File: src/rtl/ahb_pkg.sv
// Shared AHB-Lite encodings and the instruction-memory slave state type.
package ahb_pkg;

  localparam logic [1:0] HTRANS_IDLE   = 2'b00;
  localparam logic [1:0] HTRANS_BUSY   = 2'b01;
  localparam logic [1:0] HTRANS_NONSEQ = 2'b10;
  localparam logic [1:0] HTRANS_SEQ    = 2'b11;

  localparam logic [2:0] HBURST_SINGLE = 3'b000;
  localparam logic [2:0] HBURST_INCR   = 3'b001;
  localparam logic [2:0] HBURST_WRAP4  = 3'b010;
  localparam logic [2:0] HBURST_INCR4  = 3'b011;
  localparam logic [2:0] HBURST_WRAP8  = 3'b100;
  localparam logic [2:0] HBURST_INCR8  = 3'b101;
  localparam logic [2:0] HBURST_WRAP16 = 3'b110;
  localparam logic [2:0] HBURST_INCR16 = 3'b111;

  localparam logic [2:0] HSIZE_BYTE = 3'b000;
  localparam logic [2:0] HSIZE_HALF = 3'b001;
  localparam logic [2:0] HSIZE_WORD = 3'b010;

  localparam logic HRESP_OKAY  = 1'b0;
  localparam logic HRESP_ERROR = 1'b1;

  typedef enum logic [2:0] {
    ST_IDLE,
    ST_WAIT,
    ST_DATA,
    ST_ERR1,
    ST_ERR2
  } imem_state_e;

endpackage

File: src/rtl/ahb_imem_slave.sv
// AHB-Lite read-only slave in front of a 1-cycle synchronous instruction memory.
// Define IMEM_ERR_EN to answer writes, sub-word, misaligned and out-of-range accesses with ERROR.
module ahb_imem_slave
  import ahb_pkg::*;
#(
  parameter int unsigned MEM_AW      = 12,
  parameter int unsigned WAIT_STATES = 0
) (
  input  logic              HCLK,
  input  logic              HRESET,
  input  logic              HSEL,
  input  logic [31:0]       HADDR,
  input  logic [1:0]        HTRANS,
  input  logic              HWRITE,
  input  logic [2:0]        HSIZE,
  input  logic [2:0]        HBURST,
  input  logic              HREADY,
  output logic [31:0]       HRDATA,
  output logic              HREADYOUT,
  output logic              HRESP,
  output logic              mem_cen,
  output logic [MEM_AW-1:0] mem_addr,
  input  logic [31:0]       mem_dout
);

  localparam logic [3:0] WAIT_LOAD = 4'(WAIT_STATES);

  imem_state_e state_q, state_d;
  logic [3:0]  cnt_q, cnt_d;
  logic        phase_open;
  logic        addr_valid;
  logic        rd_acc;
  logic        err_acc;
  logic        unused_inputs;

  // Address phases are only sampled while this slave itself is driving HREADYOUT high.
  assign phase_open = (state_q == ST_IDLE) || (state_q == ST_DATA) || (state_q == ST_ERR2);
  assign addr_valid = HSEL && HREADY && phase_open &&
                      ((HTRANS == HTRANS_NONSEQ) || (HTRANS == HTRANS_SEQ));

`ifdef IMEM_ERR_EN
  logic bad_req;
  assign bad_req = HWRITE || (HSIZE != HSIZE_WORD) || (HADDR[1:0] != 2'b00) ||
                   ((HADDR >> (MEM_AW + 2)) != 32'd0);
  assign rd_acc  = addr_valid && !bad_req;
  assign err_acc = addr_valid && bad_req;
`else
  assign rd_acc  = addr_valid && !HWRITE;
  assign err_acc = 1'b0;
`endif

  // Burst type, size and the byte/upper address bits carry no meaning for this slave.
  assign unused_inputs = ^{HBURST, HSIZE, HADDR};

  always_ff @(posedge HCLK or posedge HRESET) begin
    if (HRESET) begin
      state_q <= ST_IDLE;
      cnt_q   <= '0;
    end else begin
      state_q <= state_d;
      cnt_q   <= cnt_d;
    end
  end

  always_comb begin
    state_d = state_q;
    cnt_d   = cnt_q;
    unique case (state_q)
      ST_WAIT: begin
        if (cnt_q <= 4'd1) begin
          state_d = ST_DATA;
          cnt_d   = '0;
        end else begin
          cnt_d = cnt_q - 4'd1;
        end
      end
      ST_ERR1: state_d = ST_ERR2;
      default: state_d = ST_IDLE;
    endcase
    // A pipelined address phase in DATA/ERR2 overrides the fall back to IDLE.
    if (err_acc) begin
      state_d = ST_ERR1;
    end else if (rd_acc) begin
      if (WAIT_LOAD != 4'd0) begin
        state_d = ST_WAIT;
        cnt_d   = WAIT_LOAD;
      end else begin
        state_d = ST_DATA;
      end
    end
  end

  always_comb begin
    HREADYOUT = 1'b1;
    HRESP     = HRESP_OKAY;
    HRDATA    = '0;
    mem_cen   = 1'b1;
    mem_addr  = '0;
    unique case (state_q)
      ST_WAIT: HREADYOUT = 1'b0;
      ST_DATA: HRDATA = mem_dout;
      ST_ERR1: begin
        HREADYOUT = 1'b0;
        HRESP     = HRESP_ERROR;
      end
      ST_ERR2: HRESP = HRESP_ERROR;
      default: ;
    endcase
    if (rd_acc && !HRESET) begin
      mem_cen  = 1'b0;
      mem_addr = HADDR[MEM_AW+1:2];
    end
  end

endmodule

File: config.mk
export PLATFORM = sky130hd
export DESIGN_NAME = ahb_imem_slave
export DESIGN_NICKNAME = d
export VERILOG_FILES = /design/src/rtl/ahb_pkg.sv /design/src/rtl/ahb_imem_slave.sv
export SDC_FILE = /design/constraint.sdc
export NUM_CORES = 1
export LEC_CHECK = 0
export ABC_AREA = 1
export CAP_MARGIN = 20
export CORE_ASPECT_RATIO = 1.25
export CORE_MARGIN = 2
export CORE_UTILIZATION = 14
export CTS_CLUSTER_DIAMETER = 60
export CTS_CLUSTER_SIZE = 10
export DETAILED_ROUTE_END_ITERATION = 8
export GPL_ROUTABILITY_DRIVEN = 0
export PLACE_DENSITY_LB_ADDON = 0.08
export SLEW_MARGIN = 20
export SYNTH_ARGS = -nofsm -noshare
export SYNTH_HDL_FRONTEND = slang
export SYNTH_SLANG_ARGS = --single-unit
File: constraint.sdc
create_clock -name HCLK -period 0.8 [get_ports HCLK]
set_input_delay 0.16 -clock HCLK [delete_from_list [all_inputs] [get_ports HCLK]]
set_output_delay 0.16 -clock HCLK [all_outputs]
set_load 0.02 [all_outputs]
==> flow_metrics.env <==
export IMPL_coreArea_um2=3190
export IMPL_rsz0062_at_grt="yes"
export IMPL_combinational_cell_fraction_of_total_power=0.900
export IMPL_critPathLaunch="HWRITE"
export IMPL_detail_route_wirelength_mm=2.29
export IMPL_async_flop_share=1.00
export IMPL_clock_edge_transition_at_the_registers_on_the_reported_setup_and_hold_paths_ns=0
export IMPL_dieArea_um2=3820
export IMPL_seqPwrFrac=0.100
export IMPL_biggest_register="state_q"
export IMPL_synth_edff_count=0
export IMPL_switching_share_of_power=0.409
export IMPL_ys_top_cells_by_area="sky130_fd_sc_hd__inv_1 38%, sky130_fd_sc_hd__nand2_1 26%, sky130_fd_sc_hd__nor2_2 12%"
export IMPL_ys_flop_type="sky130_fd_sc_hd__dfrtp_1"
export IMPL_timing_setup_critical_path_class="input port to output port"
export IMPL_post_synth_top_count_cell="sky130_fd_sc_hd__inv_1"
export IMPL_port_buffer_count=94
export IMPL_final_net_count=282
export IMPL_violations="setup timing"
export IMPL_ir_worst_vdd_v=0.000269
export IMPL_setup_violations_final=46
export IMPL_total_switching_power_uw=228
export IMPL_drtPass1Iterations=2
export IMPL_initial_antenna_violation_count=0
export IMPL_synthesis_nets=181
export IMPL_m1WireLength_um=721
export IMPL_status="finished, violations left"
export IMPL_yosys_warnings=0
export IMPL_die_x_um=55.7
export IMPL_syn_mean_instance_area_um2=4.50
export IMPL_design_area_um2=1760
export IMPL_detail_route_vias_per_cell=3.68
export IMPL_grt_max_degree=21
export IMPL_worstHoldPathType="input port to asynchronous set/reset pin"
export IMPL_cellInternalPower_uw=329
export IMPL_finalCriticalPeriod_ns=1.04
export IMPL_fp_row_count=23
export IMPL_total_overflow_reported_by_the_global_router=0
export IMPL_area_growth_synth_to_final_pct=276
export IMPL_final_hold_viol_count=0
export IMPL_layout_drive_gt1_share=0.729
export IMPL_nFillCells=311
export IMPL_route_vias_total=883
export IMPL_final_critical_path_setup_slack_ns=-0.237
export IMPL_power_per_cell_area_nw_per_um2=316
export IMPL_timing_fmax_mhz=964
export IMPL_drv_cap=0
export IMPL_route_met2_wl_mm=1.28
export IMPL_drt_iter0_drc=9
export IMPL_vias_in_the_first_global_route=802
export IMPL_ys_top_cells_by_count="47 x sky130_fd_sc_hd__inv_1, 33 x sky130_fd_sc_hd__nand2_1, 9 x sky130_fd_sc_hd__nor2_2"
export IMPL_final_antenna_net_count=0
export IMPL_initial_utilization=0.146
export IMPL_worst_ep_arrival_time_ns=0.88
export IMPL_worst_setup_path_start_kind="input port"
export IMPL_netlist_area_um2=468
export IMPL_overall_track_demand_over_capacity_in_global_routing=0.107
export IMPL_dpl_instance_area_um2=1560
export IMPL_slew_viol_final=0
export IMPL_final_period_utilization=1.30
export IMPL_largest_register_ff_count=1
export IMPL_post_synth_inst_count=104
export IMPL_chip_height_um=68.6
export IMPL_dpl_hpwl_mm=1.81
export IMPL_end_kind="output port"
export IMPL_top_regs="state_q: 1 flops"
export IMPL_grt_pass1_wl_mm=3.43
export IMPL_antenna_cells=0
export IMPL_ys_seq_area_frac=0.0535
export IMPL_final_core_utilization=0.552
export IMPL_design_portCount=124
export IMPL_yosys_register_bits=1
export IMPL_top_layer="met4"
export IMPL_post_route_drc_count=0
export IMPL_cp_max_fo=7
export IMPL_power_share_clock=0
export IMPL_place_ws_ns=-1.26
export IMPL_synthDistinctLibCells=12
export IMPL_route_met3_wl_um=251
export IMPL_power_leakage_uw=0.00109
export IMPL_synth_top_cell_area_share=0.377
export IMPL_route_detailed_wl_per_inst_um=9.56
export IMPL_required_ns=0.64
export IMPL_synth_top_area_cell="sky130_fd_sc_hd__inv_1"
==> path summary, 6_finish.rpt <==
kind                          endpoint  slack (ns)
worst max-delay path       mem_addr[1]       -0.24
worst min-delay path        state_q[1]        0.21
max in group asynchronous   state_q[1]        0.49
min in group HCLK           state_q[1]        0.32
==> metal layers <==
| layer | global-route usage | up-vias |
|---|---|---|
| li1 | - | 455 |
| met1 | 0.108 | 369 |
| met2 | 0.223 | 55 |
| met3 | 0.0280 | 4 |
| met4 | 0.0213 | 0 |
| met5 | 0 | - |
==> repair_timing <==
item                                    CTS  global route
endpoints found under the setup margin   46            46
pin swaps                                19            19
cloned                                    2             0
gates resized for setup                 356            22
hold buffers                              0             0
setup buffers                             5             0
==> worst max-delay path, cell delays in order <==
cell                      delay, ns
sky130_fd_sc_hd__buf_8         0.10
sky130_fd_sc_hd__nor2_4        0.11
sky130_fd_sc_hd__nand3_4       0.12
sky130_fd_sc_hd__buf_12        0.17
sky130_fd_sc_hd__nor2_4        0.10
sky130_fd_sc_hd__buf_6         0.12
==> power by group through the flow <==
stage,clock [uW],sequential (uW),combinational [uW]
final,0,55.9,501
after global routing,0,56.1,535
after CTS,0,55.5,478
after detailed placement,0,54.3,476
after global placement,0,54.3,471
after floorplan,0,54.3,159
==> area by class of cell <==
cell class,count,area [um^2],area share
well taps,37,46.3,0.0263
inverters,47,189,0.107
flip-flops and latches,1,26.3,0.0149
multi-input cells,50,420,0.239
repair buffers,105,1080,0.613
==> layout by cell type (no fill, tap or decap) <==
cell and instances:
sky130_fd_sc_hd__buf_12 2, sky130_fd_sc_hd__buf_16 1, sky130_fd_sc_hd__buf_2 4, sky130_fd_sc_hd__buf_4 9, sky130_fd_sc_hd__buf_6 41, sky130_fd_sc_hd__buf_8 4
sky130_fd_sc_hd__clkdlybuf4s50_1 8, sky130_fd_sc_hd__conb_1 2, sky130_fd_sc_hd__dfrtp_2 1, sky130_fd_sc_hd__dlygate4sd2_1 34, sky130_fd_sc_hd__dlymetal6s2s_1 2, sky130_fd_sc_hd__inv_1 1
sky130_fd_sc_hd__inv_12 1, sky130_fd_sc_hd__inv_2 45, sky130_fd_sc_hd__nand2_1 7, sky130_fd_sc_hd__nand2_2 15, sky130_fd_sc_hd__nand2_4 11, sky130_fd_sc_hd__nand3_4 1
sky130_fd_sc_hd__nor2_4 13, sky130_fd_sc_hd__nor3_1 1
==> kinds of logic after synthesis <==
logic type,count (synthesis),synth area share
buffers and inverters,53,0.465
DFF,1,0.0535
other,2,0.0160
and+or+nand+nor,48,0.465
==> metrics by stage <==
stage / hold slack (ns) / setup TNS [ns] / instances / power (uW)
floorplan: -0.0796 / -2.30 / 104 / 213
global placement: 0.486 / -37.44 / 233 / 526
detailed placement: 0.498 / -37.61 / 233 / 530
CTS: 0.214 / -8.59 / 240 / 534
global route: 0.241 / -10.20 / 240 / 591
finish: 0.215 / -8.86 / 240 / 557
(Power assumes the default switching activity.)
